**src/rtl/dart_disp_pkg.sv**
```systemverilog
// Shared constants for the dart score display: conversion FSM encodings,
// 7-segment patterns, digit counts and the double-dabble step.
package dart_disp_pkg;

    localparam int NUM_DIGITS        = 6;
    localparam int DIGITS_PER_PLAYER = 3;

    localparam logic [1:0] ST_IDLE  = 2'd0;
    localparam logic [1:0] ST_LOAD  = 2'd1;
    localparam logic [1:0] ST_SHIFT = 2'd2;
    localparam logic [1:0] ST_STORE = 2'd3;

    // {g,f,e,d,c,b,a}; codes 10..15 never come out of the converter and stay dark
    localparam logic [6:0] SEG_LUT [16] = '{
        7'h3F, 7'h06, 7'h5B, 7'h4F, 7'h66, 7'h6D, 7'h7D, 7'h07,
        7'h7F, 7'h6F, 7'h00, 7'h00, 7'h00, 7'h00, 7'h00, 7'h00
    };

    // One double-dabble iteration: correct each nibble >= 5, then shift in bit_in.
    function automatic logic [11:0] dabble_step(input logic [11:0] acc, input logic bit_in);
        logic [11:0] adj;
        // NOTE: blocking assignments are correct here; the function is pure
        // combinational arithmetic evaluated in order, not clocked state.
        adj = acc;
        for (int n = 0; n < 3; n++) begin
            if (adj[4*n +: 4] >= 4'd5) adj[4*n +: 4] = adj[4*n +: 4] + 4'd3;
        end
        return {adj[10:0], bit_in};
    endfunction

endpackage

```
**src/rtl/bin2bcd_seq.sv**
```systemverilog
// Serial 9-bit double-dabble converter: start_i loads bin_i, nine shift cycles follow.
// done_o marks the final shift; bcd_o holds the finished result from the next cycle on.
module bin2bcd_seq
    import dart_disp_pkg::*;
(
    input  logic        clk,
    input  logic        reset,
    input  logic        start_i,
    input  logic [8:0]  bin_i,
    output logic        busy_o,
    output logic        done_o,
    output logic [11:0] bcd_o
);

    logic [8:0]  r_sr;
    logic [11:0] r_acc;
    logic [3:0]  r_cnt;
    logic        r_busy;

    // NOTE: all clocked state uses non-blocking assignments so every register
    // samples pre-edge values, independent of statement order.
    always_ff @(posedge clk) begin
        if (reset) begin
            r_sr   <= '0;
            r_acc  <= '0;
            r_cnt  <= '0;
            r_busy <= 1'b0;
        end else if (start_i && !r_busy) begin
            r_sr   <= bin_i;
            r_acc  <= '0;
            r_cnt  <= '0;
            r_busy <= 1'b1;
        end else if (r_busy) begin
            r_acc <= dabble_step(r_acc, r_sr[8]);
            r_sr  <= {r_sr[7:0], 1'b0};
            r_cnt <= r_cnt + 4'd1;
            if (r_cnt == 4'd8) r_busy <= 1'b0;
        end
    end

    assign busy_o = r_busy;
    assign done_o = r_busy && (r_cnt == 4'd8);
    assign bcd_o  = r_acc;

endmodule

```
**src/rtl/dart_score_display.sv**
```systemverilog
// Six-digit multiplexed score display for two dart players with winner blink.
// Define DART_DISP_LZB_EN to blank leading zeros on the tens and hundreds digits.
module dart_score_display
    import dart_disp_pkg::*;
#(
    parameter int SCAN_DIV  = 16,
    parameter int BLINK_DIV = 64
) (
    input  logic       clk,
    input  logic       reset,
    input  logic [8:0] player_1_pt_i,
    input  logic [8:0] player_2_pt_i,
    input  logic       player_1_win_i,
    input  logic       player_2_win_i,
    input  logic       game_set_i,
    output logic [6:0] seg_o,
    output logic [5:0] an_o,
    output logic       bcd_valid_o
);

    localparam int SCAN_W  = $clog2(SCAN_DIV);
    localparam int BLINK_W = $clog2(BLINK_DIV);
    localparam logic [SCAN_W-1:0]  SCAN_LAST  = SCAN_W'(SCAN_DIV - 1);
    localparam logic [BLINK_W-1:0] BLINK_LAST = BLINK_W'(BLINK_DIV - 1);

    logic [1:0]  r_state;
    logic        r_sel;          // 0: player 1 is being converted
    logic [11:0] r_bcd_p1, r_bcd_p2;
    logic        r_bcd_valid;

    logic        w_start, w_busy, w_done;
    logic [8:0]  w_bin;
    logic [11:0] w_bcd;

    assign w_start = (r_state == ST_LOAD);
    assign w_bin   = r_sel ? player_2_pt_i : player_1_pt_i;

    bin2bcd_seq u_conv (
        .clk     (clk),
        .reset   (reset),
        .start_i (w_start),
        .bin_i   (w_bin),
        .busy_o  (w_busy),
        .done_o  (w_done),
        .bcd_o   (w_bcd)
    );

    always_ff @(posedge clk) begin
        if (reset) begin
            r_state     <= ST_IDLE;
            r_sel       <= 1'b0;
            r_bcd_p1    <= '0;
            r_bcd_p2    <= '0;
            r_bcd_valid <= 1'b0;
        end else begin
            case (r_state)
                ST_IDLE:  r_state <= ST_LOAD;
                ST_LOAD:  if (!w_busy) r_state <= ST_SHIFT;
                ST_SHIFT: if (w_done) r_state <= ST_STORE;
                ST_STORE: begin
                    if (r_sel) begin
                        r_bcd_p2    <= w_bcd;
                        r_bcd_valid <= 1'b1;
                    end else begin
                        r_bcd_p1 <= w_bcd;
                    end
                    r_sel   <= ~r_sel;
                    r_state <= ST_LOAD;
                end
                default:  r_state <= ST_IDLE;
            endcase
        end
    end

    logic [SCAN_W-1:0]  r_scan_cnt;
    logic [2:0]         r_idx;
    logic [BLINK_W-1:0] r_blink_cnt;
    logic               r_blink_on;
    logic [1:0]         r_win;
    logic               r_set_seen;
    logic [6:0]         r_seg;
    logic [5:0]         r_an;

    logic        w_is_p2, w_blank;
    logic [11:0] w_bcd_sel;
    logic [3:0]  w_nib;
    logic [6:0]  w_seg;

    always_comb begin
        // NOTE: every variable gets a value before any conditional logic, so
        // no path leaves one unassigned and no latch is inferred.
        w_is_p2   = (r_idx >= 3'(DIGITS_PER_PLAYER));
        w_bcd_sel = w_is_p2 ? r_bcd_p2 : r_bcd_p1;
        w_nib     = w_bcd_sel[11:8];
        w_blank   = 1'b0;
        case (r_idx)
            3'd0, 3'd3: w_nib = w_bcd_sel[3:0];
            3'd1, 3'd4: w_nib = w_bcd_sel[7:4];
            default:    w_nib = w_bcd_sel[11:8];
        endcase
`ifdef DART_DISP_LZB_EN
        if ((r_idx == 3'd2 || r_idx == 3'd5) && w_bcd_sel[11:8] == 4'd0) w_blank = 1'b1;
        if ((r_idx == 3'd1 || r_idx == 3'd4) && w_bcd_sel[11:4] == 8'd0) w_blank = 1'b1;
`else
`endif
        if (!r_blink_on && (w_is_p2 ? r_win[1] : r_win[0])) w_blank = 1'b1;
        w_seg = w_blank ? 7'd0 : SEG_LUT[w_nib];
    end

    always_ff @(posedge clk) begin
        if (reset) begin
            r_scan_cnt  <= '0;
            r_idx       <= '0;
            r_blink_cnt <= '0;
            r_blink_on  <= 1'b1;
            r_win       <= 2'b00;
            r_set_seen  <= 1'b0;
            r_seg       <= '0;
            r_an        <= 6'b000001;
        end else begin
            if (r_scan_cnt == SCAN_LAST) begin
                r_scan_cnt <= '0;
                r_idx      <= (r_idx == 3'(NUM_DIGITS - 1)) ? 3'd0 : r_idx + 3'd1;
            end else begin
                r_scan_cnt <= r_scan_cnt + SCAN_W'(1);
            end

            if (r_blink_cnt == BLINK_LAST) begin
                r_blink_cnt <= '0;
                r_blink_on  <= ~r_blink_on;
            end else begin
                r_blink_cnt <= r_blink_cnt + BLINK_W'(1);
            end

            // Only the first game-over pulse after reset decides the winner.
            if (game_set_i && !r_set_seen) begin
                r_win      <= {player_2_win_i, player_1_win_i};
                r_set_seen <= 1'b1;
            end

            r_seg <= w_seg;
            r_an  <= 6'b000001 << r_idx;
        end
    end

    assign seg_o       = r_seg;
    assign an_o        = r_an;
    assign bcd_valid_o = r_bcd_valid;

endmodule

```
**config.mk**
```make
export PLATFORM = sky130hd
export DESIGN_NAME = dart_score_display
export DESIGN_NICKNAME = d
export VERILOG_FILES = /design/src/rtl/dart_disp_pkg.sv /design/src/rtl/bin2bcd_seq.sv /design/src/rtl/dart_score_display.sv
export SDC_FILE = /design/constraint.sdc
export NUM_CORES = 1
export LEC_CHECK = 0
export CORE_MARGIN = 5
export CORE_UTILIZATION = 45
export DETAILED_ROUTE_END_ITERATION = 6
export MAX_ROUTING_LAYER = met4
export PLACE_DENSITY = 0.74
export SYNTH_ARGS = -nofsm -noshare
export SYNTH_HDL_FRONTEND = slang
export SYNTH_SLANG_ARGS = --single-unit
```
**constraint.sdc**
```tcl
create_clock -name clk -period 3.8 [get_ports clk]
set_input_delay 0.76 -clock clk [delete_from_list [all_inputs] [get_ports clk]]
set_output_delay 0.76 -clock clk [all_outputs]
set_load 0.02 [all_outputs]
```
Word-level counts from Yosys, hierarchy flattened
Memory sizes are Yosys's and may differ from the RTL's. A register that Yosys moved wholly into a read port is not among the register bits.
Cells that the tools add are included.
Storage, ports and cells
  memories: 1
  logic and storage cells: 81
  output and inout bits: 14
  register bits: 77
  bits of input ports: 23
  ROM bits: 112
Memories
  (no name shown): words 16, width 7, rd ports 1, clocked after memory_dff 1, write ports 0, RTL line dart_score_display.sv:107  | w_seg = w_blank ? 7'd0 : SEG_LUT[w_nib];
Operators by class
  multiplexer cells: 17
  add/subtract/negate cells: 7
  shift-type cells: 1
  reductions and logical operators: 20
  eq/ne operators: 12
  magnitude comparators: 4
  bitwise operators: 3
Operators with widths (count)
  2-to-1 mux 9 bit: 3
  OR reduction 2 bit: 7
  >= comparator 4 x 3 -> 1 bit, second input constant: 3
  2-to-1 mux 12 bit: 1
  adder 4 x 1 -> 4 bit, second input constant: 2
  adder 4 x 2 -> 4 bit, second input constant: 2
  equality test 4 bit, second input constant: 2
  2-to-1 mux 4 bit: 2
  one-hot mux 4 bit (2 select lines): 1
  adder 6 x 1 -> 6 bit, second input constant: 1
  equality test 3 bit, second input constant: 2
  equality test 6 bit, second input constant: 1
  2-to-1 mux 3 bit: 2
  one-hot mux 2 bit (3 select lines): 1
  AND reduction 2 bit: 3
  << shifter 1 x 3 -> 6 bit, first input constant: 1
  2-to-1 mux 1 bit: 5
  NOT 4 -> 5 bit: 1
  equality test 2 bit, second input constant: 2
  logical AND 1 bit: 4
  2-to-1 mux 2 bit: 2
  adder 3 x 1 -> 3 bit, second input constant: 1
  adder 3 x 2 -> 3 bit, second input constant: 1
  equality test 3 x 1 -> 1 bit, second input constant: 1
  other kinds (10): 13

Depth between registers and ports, before layout
  depth in word-level cells: 5
  mapped depth: 14

Cells and area by module
Synthesis repeated with hierarchy kept, for this count alone.
Unflattened totals
  cells, all modules: 465
  area total of the unflattened synthesis: 4002.6 sq um
By module, submodules not included
  dart_score_display: cells each 313, instances 1, area each 2687.6 sq um
  bin2bcd_seq: cells each 152, instances 1, area each 1315.0 sq um

Least setup slack after synthesis
Ideal clock, no wire load.
  path kind: flip-flop to flip-flop
  start: register r_idx[2]
  end: register r_seg[1], in the netlist seg_o[1]
  required time: 3.730 ns
  slack: 1.133 ns
  library setup time: 0.070 ns
  arrival: 2.597 ns
  stages on the path, launching flop included: 13
  clock period less this slack: 2.667 ns
  path through: dfxtp_1 -> buf_6 -> clkbuf_1 -> inv_1 -> ha_1 -> buf_2 -> buf_2 -> or4_1 -> o221ai_2 -> inv_1 -> ha_1 -> a21o_1 -> a21oi_1
On the way
  longest elaborated chain between the ends: 5
  elaborated cells between the ends (all ways): 14
RTL lines
  from (decl): RTL line dart_score_display.sv:76  | logic [2:0] r_idx;
  from (signal assigned): RTL line dart_score_display.sv:123  | r_idx <= (r_idx == 3'(NUM_DIGITS - 1)) ? 3'd0 : r_idx + 3'd1;
  >= comparator 3 x 2 -> 1 bit: RTL line dart_score_display.sv:92  | w_is_p2 = (r_idx >= 3'(DIGITS_PER_PLAYER));
  2-to-1 mux 1 bit: RTL line dart_score_display.sv:106  | if (!r_blink_on && (w_is_p2 ? r_win[1] : r_win[0])) w_blank = 1'b1;
  logical AND 1 bit: RTL line dart_score_display.sv:106
  2-to-1 mux 1 bit: RTL line dart_score_display.sv:106
  OR reduction 2 bit (no line)
  to (decl): RTL line dart_score_display.sv:81  | logic [6:0] r_seg;
Parallel ways exist; a longest one is shown, timed or not.
A chain may end at the register's enable or synchronous reset.

Worst setup path after layout
  start: register r_idx[0]
  end: register r_seg[1], in the netlist seg_o[1]
Same word-level chain as after synthesis.

==> results.py <==
metrics = {
    "floorplanning": {
        "core_um2": 8590,
        "die_h_um": 103,
        "ios": 37,
        "fp-row-count": 34,
        "start_util_pct": 45.6,
        "die_w_um": 103,
        "dieArea_um2": 10700,
    },
    "grt": {
        "grt_usage_pct": 16.0,
        "antenna_found_initial": 0,
        "grt_pass1_vias": 2915,
        "grt_overflow": 0,
        "grt_pass1_wl_mm": 13.2,
        "grt_max_degree": 35,
    },
    "finish": {
        "layout_common_cells": "84 x dfxtp_1, 70 x nand2_1, 50 x nor2_1",
        "final_common_cell": "dfxtp_1",
        "synthToLayoutAreaGrowth_pct": 15.0,
        "drive_gt1_share_pct": 5.58,
        "fin_nets": 523,
        "fillCellCount": 786,
        "antennaDiodeCount": 0,
    },
    "drt": {
        "vias_per_cell": 5.26,
        "drt.antenna.violating_nets": 0,
        "wire_per_inst_um": 13.2,
        "drt_iter0_drc": 129,
        "dr.pass1.iters": 4,
        "routed_wl_mm": 7.79,
        "drc": 0,
        "dr_total_vias": 3111,
    },
    "clock_network": {
        "cts_sinks": 84,
        "postCtsSetupRepairBufs": 0,
        "ctsResizeCount": 0,
        "tritoncts": "done",
        "clk_path_buf_depth": 2,
        "cts_made_buffers": 9,
        "ctsHoldBuffers": 0,
        "h-tree-depth": 3,
        "clk_pin_slew_ns": 0.09,
        "clock_latency_ns": 0.34,
        "clockRootBuffer": "clkbuf_8",
    },
    "power": {
        "power.share.sequential_pct": 51.3,
        "peakVddDrop_uv": 209,
        "clkPwrFrac_pct": 29.7,
        "power_leakage_nw": 1.63,
        "p_switching_mw": 0.610,
        "p_int_mw": 1.39,
        "total_power_mw": 2.00,
        "swShare_pct": 30.5,
        "comb_power_share_pct": 19.0,
        "p_per_area_nw_per_um2": 445,
    },
    "synth": {
        "yosysWarnings": 0,
        "synthArstFlopShare_pct": 0,
        "synth_nets": 498,
        "synth_cell_types": 48,
        "syn_avg_cell_area_um2": 8.62,
        "synthCells": 454,
        "synth_seq_cells": 84,
        "synthesis.area_um2": 3920,
        "synth_edf_count": 0,
        "ys.flop_type": "dfxtp_1",
        "seq_area_frac_synth_pct": 43.0,
    },
    "sta": {
        "period_share_pct": 84.5,
        "rsz0062_at_grt": "no",
        "fin_setup_tns_ns": 0,
        "hold_viol_final": 0,
        "fin_skew_ns": 0.00787,
        "tightest_slew_ns": 0.759,
        "slew_headroom_pct": 49.3,
        "min_period_ns": 3.21,
        "fmax_mhz": 312,
        "slew_viol_final": 0,
        "finalSetupViolations": 0,
    },
    "critical_path": {
        "cp.arrival_ns": 3.49,
        "endpoint": "seg_o[1]$_SDFF_PP0_",
        "endpoint_kind": "register",
        "startpoint_type": "register",
        "reg2reg_slack_ns": 0.59,
        "rr_startpoint": "r_idx[0]$_SDFFE_PP0P_",
        "crit_type": "reg -> reg",
        "crit_fanout": 16,
        "r2r_end": "seg_o[1]$_SDFF_PP0_",
        "r2r_cells": 10,
        "required_ns": 4.08,
        "critPathLaunch": "r_idx[0]$_SDFFE_PP0P_",
    },
    "placed_design": {
        "gp_congestion": 0.865,
        "io_buffers": 36,
        "hpwl_mm": 5.67,
    },
    "run": {
        "max_cap_viol_count": 0,
    },
    "min_path": {
        "holdPathStages": 1,
        "min_path_type": "reg -> reg",
    },
    "run_status": {
        "status": "finished, final reports clean",
    },
}
routing by layer:
| layer | part of all wire, % | vias up | global-route usage, % |
|---|---|---|---|
| met3 | 3.6 | 12 | 2.75 |
| met1 | 47 | 1441 | 20.2 |
| li1 | - | 1608 | - |
| met4 | 1.9 | 0 | 6.67 |
| met2 | 48 | 50 | 25.3 |
| met5 | 0 | - | - |
registers in the layout (all words and copies together), names as in the netlist, 2 cells and up:
| name | count |
|---|---|
| r_bcd_p1 | 12 |
| r_blink_cnt | 6 |
| u_conv.bcd_o | 12 |
| r_scan_cnt | 4 |
| u_conv.r_sr | 9 |
| r_bcd_p2 | 12 |
| seg_o | 7 |
| u_conv.r_cnt | 4 |
| an_o | 6 |
| r_win | 2 |
| r_idx | 3 |
| r_state | 2 |
through the flow:
stage / area (um2) / util, % / setup slack, ns / hold slack (ns) / cells
finish: 4500 / 52.4 / 0.590 / 0.461 / 592
detailed placement: 4310 / 50.2 / 0.643 / 0.443 / 576
global route: 4500 / 52.4 / 0.249 / 0.485 / 592
global placement: 4310 / 50.2 / 0.791 / 0.433 / 576
CTS: 4500 / 52.4 / 0.592 / 0.465 / 592
floorplan: 3920 / - / 1.13 / 0.418 / 454
how the worst min path moves through the flow:
stage,from,to,slack (ns)
2_1_floorplan,r_blink_cnt[0]$_SDFF_PP0_,r_blink_cnt[0]$_SDFF_PP0_,0.42
3_3_place_gp,r_blink_cnt[0]$_SDFF_PP0_,r_blink_cnt[0]$_SDFF_PP0_,0.43
5_1_grt,r_bcd_p2[3]$_SDFFE_PP0P_,r_bcd_p2[3]$_SDFFE_PP0P_,0.49
6_report,r_blink_cnt[0]$_SDFF_PP0_,r_blink_cnt[0]$_SDFF_PP0_,0.46
3_5_place_dp,r_blink_cnt[0]$_SDFF_PP0_,r_blink_cnt[0]$_SDFF_PP0_,0.44
4_1_cts,r_bcd_p1[10]$_SDFFE_PP0P_,r_bcd_p1[10]$_SDFFE_PP0P_,0.46
cell families after synthesis:
kind of cell | count (synthesis) | synth area share (%)
compound gates | 102 | 17.5
xor+xnor | 16 | 3.58
fa+ha+maj | 21 | 6.71
buf+inv | 46 | 4.83
flops | 84 | 43.0
mux | 25 | 6.42
simple gates | 160 | 18.0
cells in the mapped netlist, types with 2 or more instances:
library cell	count	share of area, %
and2_1	5	0.80
nor2b_1	2	0.32
or4_1	4	0.77
o221ai_1	4	0.89
o211ai_1	3	0.58
nand2_1	70	6.7
inv_1	22	2.1
o2111ai_1	2	0.45
mux2i_1	24	6.1
and3_1	2	0.32
xor2_1	4	0.89
buf_1	5	0.48
nand2b_1	5	0.80
nand4b_1	2	0.45
clkbuf_1	13	1.2
o21ai_0	10	1.3
a211oi_1	11	2.1
a21o_1	6	1.2
ha_1	21	6.7
a21oi_1	49	6.3
nor4_1	6	0.96
xnor2_1	12	2.7
buf_2	4	0.51
dfxtp_1	84	43
o32ai_1	3	0.67
nand3_1	10	1.3
nor2_1	50	4.8
power groups by stage:
stage	combinational (mW)	sequential [mW]	clock, mW
floorplan	0.317	1.01	0
global placement	0.366	1.05	0
detailed placement	0.384	1.05	0
CTS	0.385	1.03	0.611
global route	0.437	1.04	0.650
finish	0.380	1.03	0.594
area by class of cell:
type	count	area [um2]	share of cell area, %
clock buffer	12	155	3.45
sequential	84	1680	37.4
clock inverter	4	32.5	0.723
multi-input combinational	324	2040	45.4
tap	108	135	3.00
inverter	22	82.6	1.83
timing repair buffer	38	370	8.23
worst max-delay path, cell delays in order, from the launching register on:
cell and delay [ns]:
dfxtp_1 0.64, inv_1 0.21, nor2_1 0.15, ha_1 0.53, mux2i_1 0.27, o2111ai_1 0.16, o221ai_2 0.43, inv_1 0.16
ha_1 0.32, a21o_1 0.16, a21oi_1 0.12
Note: power is estimated with default switching activity, not from simulation.
